## src/rtl/pipes.sv

```systemverilog
// Shared pipeline types for the decode/issue slice.
// Holds register-index types, the issue control bundle and a mask helper.
package pipes;

    localparam int NREG  = 32;
    localparam int REG_W = $clog2(NREG);

    typedef logic [REG_W-1:0] creg_addr_t;

    typedef struct packed {
        logic issue;
        logic stall_fd;
        logic bubble_e;
    } issue_ctl_t;

    function automatic logic [NREG-1:0] reg_mask(input creg_addr_t a);
        reg_mask    = '0;
        reg_mask[a] = 1'b1;
    endfunction

endpackage

```

## src/rtl/reg_scoreboard.sv

```systemverilog
// Per-register pending-writer scoreboard with writeback-cycle bypass.
// Ports: set/clr requests, two read ports (rd1/rd2), busy_eff view.
module reg_scoreboard
    import pipes::*;
(
    input  logic             clk,
    input  logic             reset,
    input  logic             set_en,
    input  logic [REG_W-1:0] set_addr,
    input  logic             clr_en,
    input  logic [REG_W-1:0] clr_addr,
    input  logic [REG_W-1:0] rd1_addr,
    input  logic [REG_W-1:0] rd2_addr,
    output logic             rd1_busy,
    output logic             rd2_busy,
    output logic [NREG-1:0]  busy_eff
);

    logic [NREG-1:0] busy_q;
    logic [NREG-1:0] set_m;
    logic [NREG-1:0] clr_m;
    logic [NREG-1:0] busy_d;

    always_comb begin
        set_m    = set_en ? reg_mask(set_addr) : '0;
        clr_m    = clr_en ? reg_mask(clr_addr) : '0;
        // the committing register reads as free: regfile writes through
        busy_eff = busy_q & ~clr_m;
        rd1_busy = busy_eff[rd1_addr];
        rd2_busy = busy_eff[rd2_addr];
        // set after clear so a same-cycle set wins; x0 never tracked
        busy_d    = (busy_q & ~clr_m) | set_m;
        busy_d[0] = 1'b0;
    end

    always_ff @(posedge clk or negedge reset) begin
        if (!reset) busy_q <= '0;
        else        busy_q <= busy_d;
    end

endmodule

```

## config.mk

```make
export PLATFORM = sky130hd
export DESIGN_NAME = reg_scoreboard
export DESIGN_NICKNAME = d
export VERILOG_FILES = /design/src/rtl/pipes.sv /design/src/rtl/reg_scoreboard.sv
export SDC_FILE = /design/constraint.sdc
export NUM_CORES = 1
export LEC_CHECK = 0
export CAP_MARGIN = 40
export CORE_UTILIZATION = 30
export CTS_BUF_LIST = sky130_fd_sc_hd__clkbuf_4 sky130_fd_sc_hd__clkbuf_8 sky130_fd_sc_hd__clkbuf_16
export DETAILED_ROUTE_END_ITERATION = 8
export GPL_TIMING_DRIVEN = 0
export SLEW_MARGIN = 40
export SYNTH_ARGS = -nofsm -noshare
export SYNTH_HDL_FRONTEND = slang
export SYNTH_SLANG_ARGS = --single-unit
```

## constraint.sdc

```tcl
create_clock -name clk -period 5.5 [get_ports clk]
set_clock_uncertainty 0.15 [all_clocks]
set_input_delay 0.825 -clock clk [delete_from_list [all_inputs] [get_ports clk]]
set_output_delay 0.825 -clock clk [all_outputs]
set_load 0.01 [all_outputs]
```

* Yosys cells after proc, flatten, opt, wreduce, memory -nomap -nowiden
Index checks and enable logic that the tools add are counted.
** Storage, ports and cells
- Input port bits :: 24
- Register bits after elaboration :: 31
- Word-level logic and storage cells :: 22
** Operators by class
- Reductions and logical operators :: 2
- Magnitude comparators :: 6
- Mux-type cells :: 10
- Bitwise logic cells :: 3
** Operator list (count)
- $mux W32 :: 2
- $and A32 B32 Y32 :: 1
- $not A32 Y32 :: 1
- $or A32 B32 Y32 :: 1
- $lt A5 B6 Y1 const B :: 4
- $bmux W1 S5 :: 2
- $demux W1 S5 :: 2
- $ge A5 B1 Y1 const B :: 2
- $mux W1 :: 4
- $logic_and A1 B1 Y1 :: 2

* Longest topological paths before layout
- Word-level depth :: 9
- Mapped depth :: 7
- Gate-level depth less buffers :: 7

* Worst setup path before layout
OpenSTA, ideal clock, no wires.
- Kind :: input -> output
- From :: input clr_addr[2]
- To :: output rd1_busy
- Path buffers :: 0
- Setup slack :: 2344 ps
- Arrival time :: 2181 ps
- Stages :: 6
- Cell sequence :: or4b_4 > o21ai_2 > nor2_1 > a2111oi_0 > or3_1 > a32oi_1
** On the way
- Longest elaborated chain between the ends :: 9
** Ends and longest elaborated chain
- from (decl) :: line reg_scoreboard.sv:11 : input logic [REG_W-1:0] clr_addr,
- $lt A5 B6 Y1 (not written as such) or $ge A5 B1 Y1 (tied branches) :: line pipes.sv:18 : reg_mask[a] = 1'b1;
- $logic_and A1 B1 Y1 (not written as such) :: line pipes.sv:18
- $mux W1 (not written as such) :: line pipes.sv:18
- $demux W1 S5 * :: line pipes.sv:18
- $mux W32 * :: line reg_scoreboard.sv:26 : clr_m = clr_en ? reg_mask(clr_addr) : '0;
- $not A32 Y32 * :: line reg_scoreboard.sv:28 : busy_eff = busy_q & ~clr_m;
- $and A32 B32 Y32 * :: line reg_scoreboard.sv:28
- $bmux W1 S5 * :: line reg_scoreboard.sv:29 : rd1_busy = busy_eff[rd1_addr];
- $mux W1 (not written as such) * :: line reg_scoreboard.sv:29
- to (decl) :: line reg_scoreboard.sv:14 : output logic rd1_busy,
Every way passes the cells marked *; elsewhere a longest branch is shown, timed or not. The select of a mux whose other input is x is not followed.

* Worst setup path after layout
- From :: input clr_addr[3]
- To :: output rd2_busy
** On the way
- Longest elaborated chain between the ends :: 9
** Ends and longest elaborated chain
- $lt A5 B6 Y1 (not written as such) or $ge A5 B1 Y1 (tied branches) :: line pipes.sv:18
- $logic_and A1 B1 Y1 (not written as such) :: line pipes.sv:18
- $mux W1 (not written as such) :: line pipes.sv:18
- $demux W1 S5 * :: line pipes.sv:18
- $mux W32 * :: line reg_scoreboard.sv:26
- $not A32 Y32 * :: line reg_scoreboard.sv:28
- $and A32 B32 Y32 * :: line reg_scoreboard.sv:28
- $bmux W1 S5 * :: line reg_scoreboard.sv:30 : rd2_busy = busy_eff[rd2_addr];
- $mux W1 (not written as such) * :: line reg_scoreboard.sv:30
- to (decl) :: line reg_scoreboard.sv:15 : output logic rd2_busy,
Marked as above.

==> impl_metrics.csv <==
group,metric,value,unit
run_status,outcome,"complete, no violations",
finish,syn2layout_area_growth,36.2,%
timing,worst_slack,0.883,ns
clock_network,cts-root-buf,"clkbuf_8",
timing,period_needed,4.62,ns
floorplanning,start_util,0.309,
logic_synthesis,ys_types,48,
clock_network,htree_num_levels,2,
timing,timing.hold.ws,0.376,ns
global_route,grt_pass1_wl,11600,um
finish,reg_top3,"busy_q (31)",
power,cellPowerDensity,307,nW/um2
power,power.total,0.000879,W
logic_synthesis,avgSynthCellArea,8.47,um2
place,dp_slack,0.958,ns
global_route,antenna_found_initial,0,
routing,ant_nets,0,
finish,multi_input_area,1190,um2
worst_setup_path,critPathLaunch,"clr_addr[3]",
timing,setup_viol,0,
timing,rsz0062_at_grt,"no",
floorplanning,io_pins,58,
flow_run,maxCapViolCount,0,
finish,largest-register,"busy_q",
finish,diodes,0,
finish,regArea,776,um2
worst_setup_path,cp.arrival,3.64,ns
clock_network,cts_tree,"done",
worst_setup_path,start_kind,"primary input",
timing,finalHoldViolCount,0,
finish,largest_register_ffs,31,
global_route,grt_pass1_vias,2074,
timing,slew_headroom,0.495,
worst_hold_path,holdCritStartpoint,"busy_q[6]",
clock_network,cts.sinks,31,
place,dp_hpwl,5510,um
clock_network,cts-resized-gates,0,
logic_synthesis,synth_area,2100,um2
power,ir_worst_vdd,0.000142,V
logic_synthesis,yosys_warnings,0,
timing,timing.fmax,217,MHz
routing,vias,2180,
logic_synthesis,ys_seq_area_frac,0.369,
worst_setup_path,cp_slowest_cell,"clkdlybuf4s50_1",
clock_network,cts_made_buffers,5,
logic_synthesis,synth_ff_type,"dfrtp_1",
worst_setup_path,rr_startpoint,"busy_q[12]",
global_route,grt-ovfl-total,0,
logic_synthesis,async_reset_ff_frac,1.00,
worst_hold_path,worst_hold_path_type,"reg -> reg",
logic_synthesis,synth_edf_count,0,
finish,drive_above_1_share,0.0677,
logic_synthesis,ys_ff_latch,31,
routing,first_pass_iters,4,
place,dp_cells,398,
finish,fillers,712,
worst_setup_path,cp_max_fo,8,
worst_setup_path,crit_chain,"clkdlybuf4s50_1 -> nand2b_1 -> o21ai_0 -> a21oi_1 -> nand4_1 -> or3_1 -> a32oi_1 -> clkdlybuf4s50_1",
floorplanning,dieArea,7340,um2
timing,tightest_slew,0.750,ns
place,io_buffers,54,
timing,tns,0,ns
global_route,grt_max_degree,32,
worst_setup_path,crit_path_max_incr_delay,0.59,ns
clock_network,postCtsSetupBuffers,0,
routing,drc,0,
place,gp_congestion,0.877,
clock_network,holdBufCountCts,0,
power,p_leak,1.16,nW
routing,routed_wl,7170,um
floorplanning,die_w,85.7,um
finish,nets,333,
logic_synthesis,syn_inst,248,
worst_setup_path,worstPathRequired,4.53,ns
clock_network,clockBufferDepth,2,
clock_network,worstSkewPairLatency,0.29,ns
routing,wl_per_cell,17.7,um
timing,slew_violations,0,
clock_network,clk_pin_slew_worst_paths,0.06,ns
global_route,track_usage,0.211,
logic_synthesis,synth_fp_nets,272,
floorplanning,die_h,85.7,um
timing,min_period_over_period,0.839,
worst_setup_path,crit_path_frequent_cell,"clkdlybuf4s50_1",
routing,drt_iter0_markers,176,
floorplanning,fp.coreArea,6790,um2
floorplanning,fp-row-count,30,
worst_setup_path,crit_type,"in -> out",
worst_setup_path,endpoint_kind,"output pin",
routing,viasPerCell,5.37,
finish,final_cells,406,
==> logic make-up (layout without fill, tap and decap cells) <==
kind of cell / count (synthesis) / in the layout / synth area share
buffers and inverters: 35 / 97 / 0.0650
AOI/OAI and AO/OA: 85 / 85 / 0.259
and+or+nand+nor: 87 / 87 / 0.262
DFF: 31 / 31 / 0.369
muxes: 9 / 9 / 0.0435
other: 1 / 1 / 0.00179
==> metrics by stage <==
| step | util | cell area, um2 |
|---|---|---|
| 3_5_place_dp | 0.406 | 2760 |
| 5_1_grt | 0.421 | 2860 |
| 6_report | 0.421 | 2860 |
| 4_1_cts | 0.421 | 2860 |
| 3_3_place_gp | 0.406 | 2760 |
| 2_1_floorplan | - | 2100 |
==> cell usage after synthesis (5+ instances only) <==
cell type	number	share of area
nand4b_1	7	0.029
nor2_1	16	0.029
o21ai_0	42	0.10
nand2_1	10	0.018
mux2i_1	8	0.038
or3_1	5	0.015
nand3b_1	7	0.025
nand4_1	6	0.018
o21a_1	6	0.021
dfrtp_1	31	0.37
nand3_1	8	0.019
o21bai_1	8	0.029
inv_1	25	0.045
clkbuf_1	8	0.014
==> power breakdown <==
group | switching, W | internal, W | total, W
Combinational | 0.000206 | 0.000175 | 0.000380
Clock | 0.0000871 | 0.000119 | 0.000206
Sequential | 0.0000123 | 0.000280 | 0.000292
==> cell type report <==
type                    count  share of cell area
plain buffers              10              0.0149
multi-input cells         182               0.415
well taps                  96              0.0420
repair buffers             54               0.187
flip-flops and latches     31               0.271
inverters                  25              0.0328
clock buffers               8              0.0363
==> layer usage <==
layer	GRT usage	wire length, um	up-vias
li1	-	-	1033
met4	0.0758	110	0
met5	0	0	-
met3	0.0404	403	12
met2	0.318	3330	75
met1	0.300	3330	1060
==> worst paths after layout <==
kind / to / slack [ns] / depth (start not counted)
max: rd2_busy / 0.88 / 8
min reg2reg: busy_q[6] / 0.38 / 2
min in group asynchronous: busy_q[1] / 0.43 / 1
max in group asynchronous: busy_q[7] / 4.32 / 1
min: busy_q[6] / 0.38 / 2
max reg2reg: busy_q[12] / 4.37 / 2
==> worst max-delay path, delay by kind of cell <==
family	cells	cell delay [ns]
AO/OA/AOI/OAI	3	0.77
buffers and inverters	2	1.17
AND/OR/NAND/NOR	3	0.88
==> cells in the final DEF, fill, tap and decap left out, types with 2 or more instances in the layout <==
master	n
clkbuf_8	7
a32oi_1	4
and3_1	2
a211o_1	2
o21a_1	6
or3_1	5
dfrtp_1	31
o21ai_0	42
nor2b_1	3
nand3_1	8
a21boi_1	2
nand4bb_1	2
or4b_2	2
buf_2	2
inv_1	25
nand2b_1	3
o21bai_1	8
nand4_1	6
nor3b_1	4
o211ai_1	2
a2111oi_0	4
a211oi_1	3
nand2_1	10
a21oi_1	4
nand4b_1	7
nor2_1	16
or3b_2	2
clkbuf_1	8
nand3b_1	7
nor4bb_1	2
and2_1	2
clkdlybuf4s50_1	53
mux2i_1	8
No activity file was read; power rests on OpenSTA's default activity.
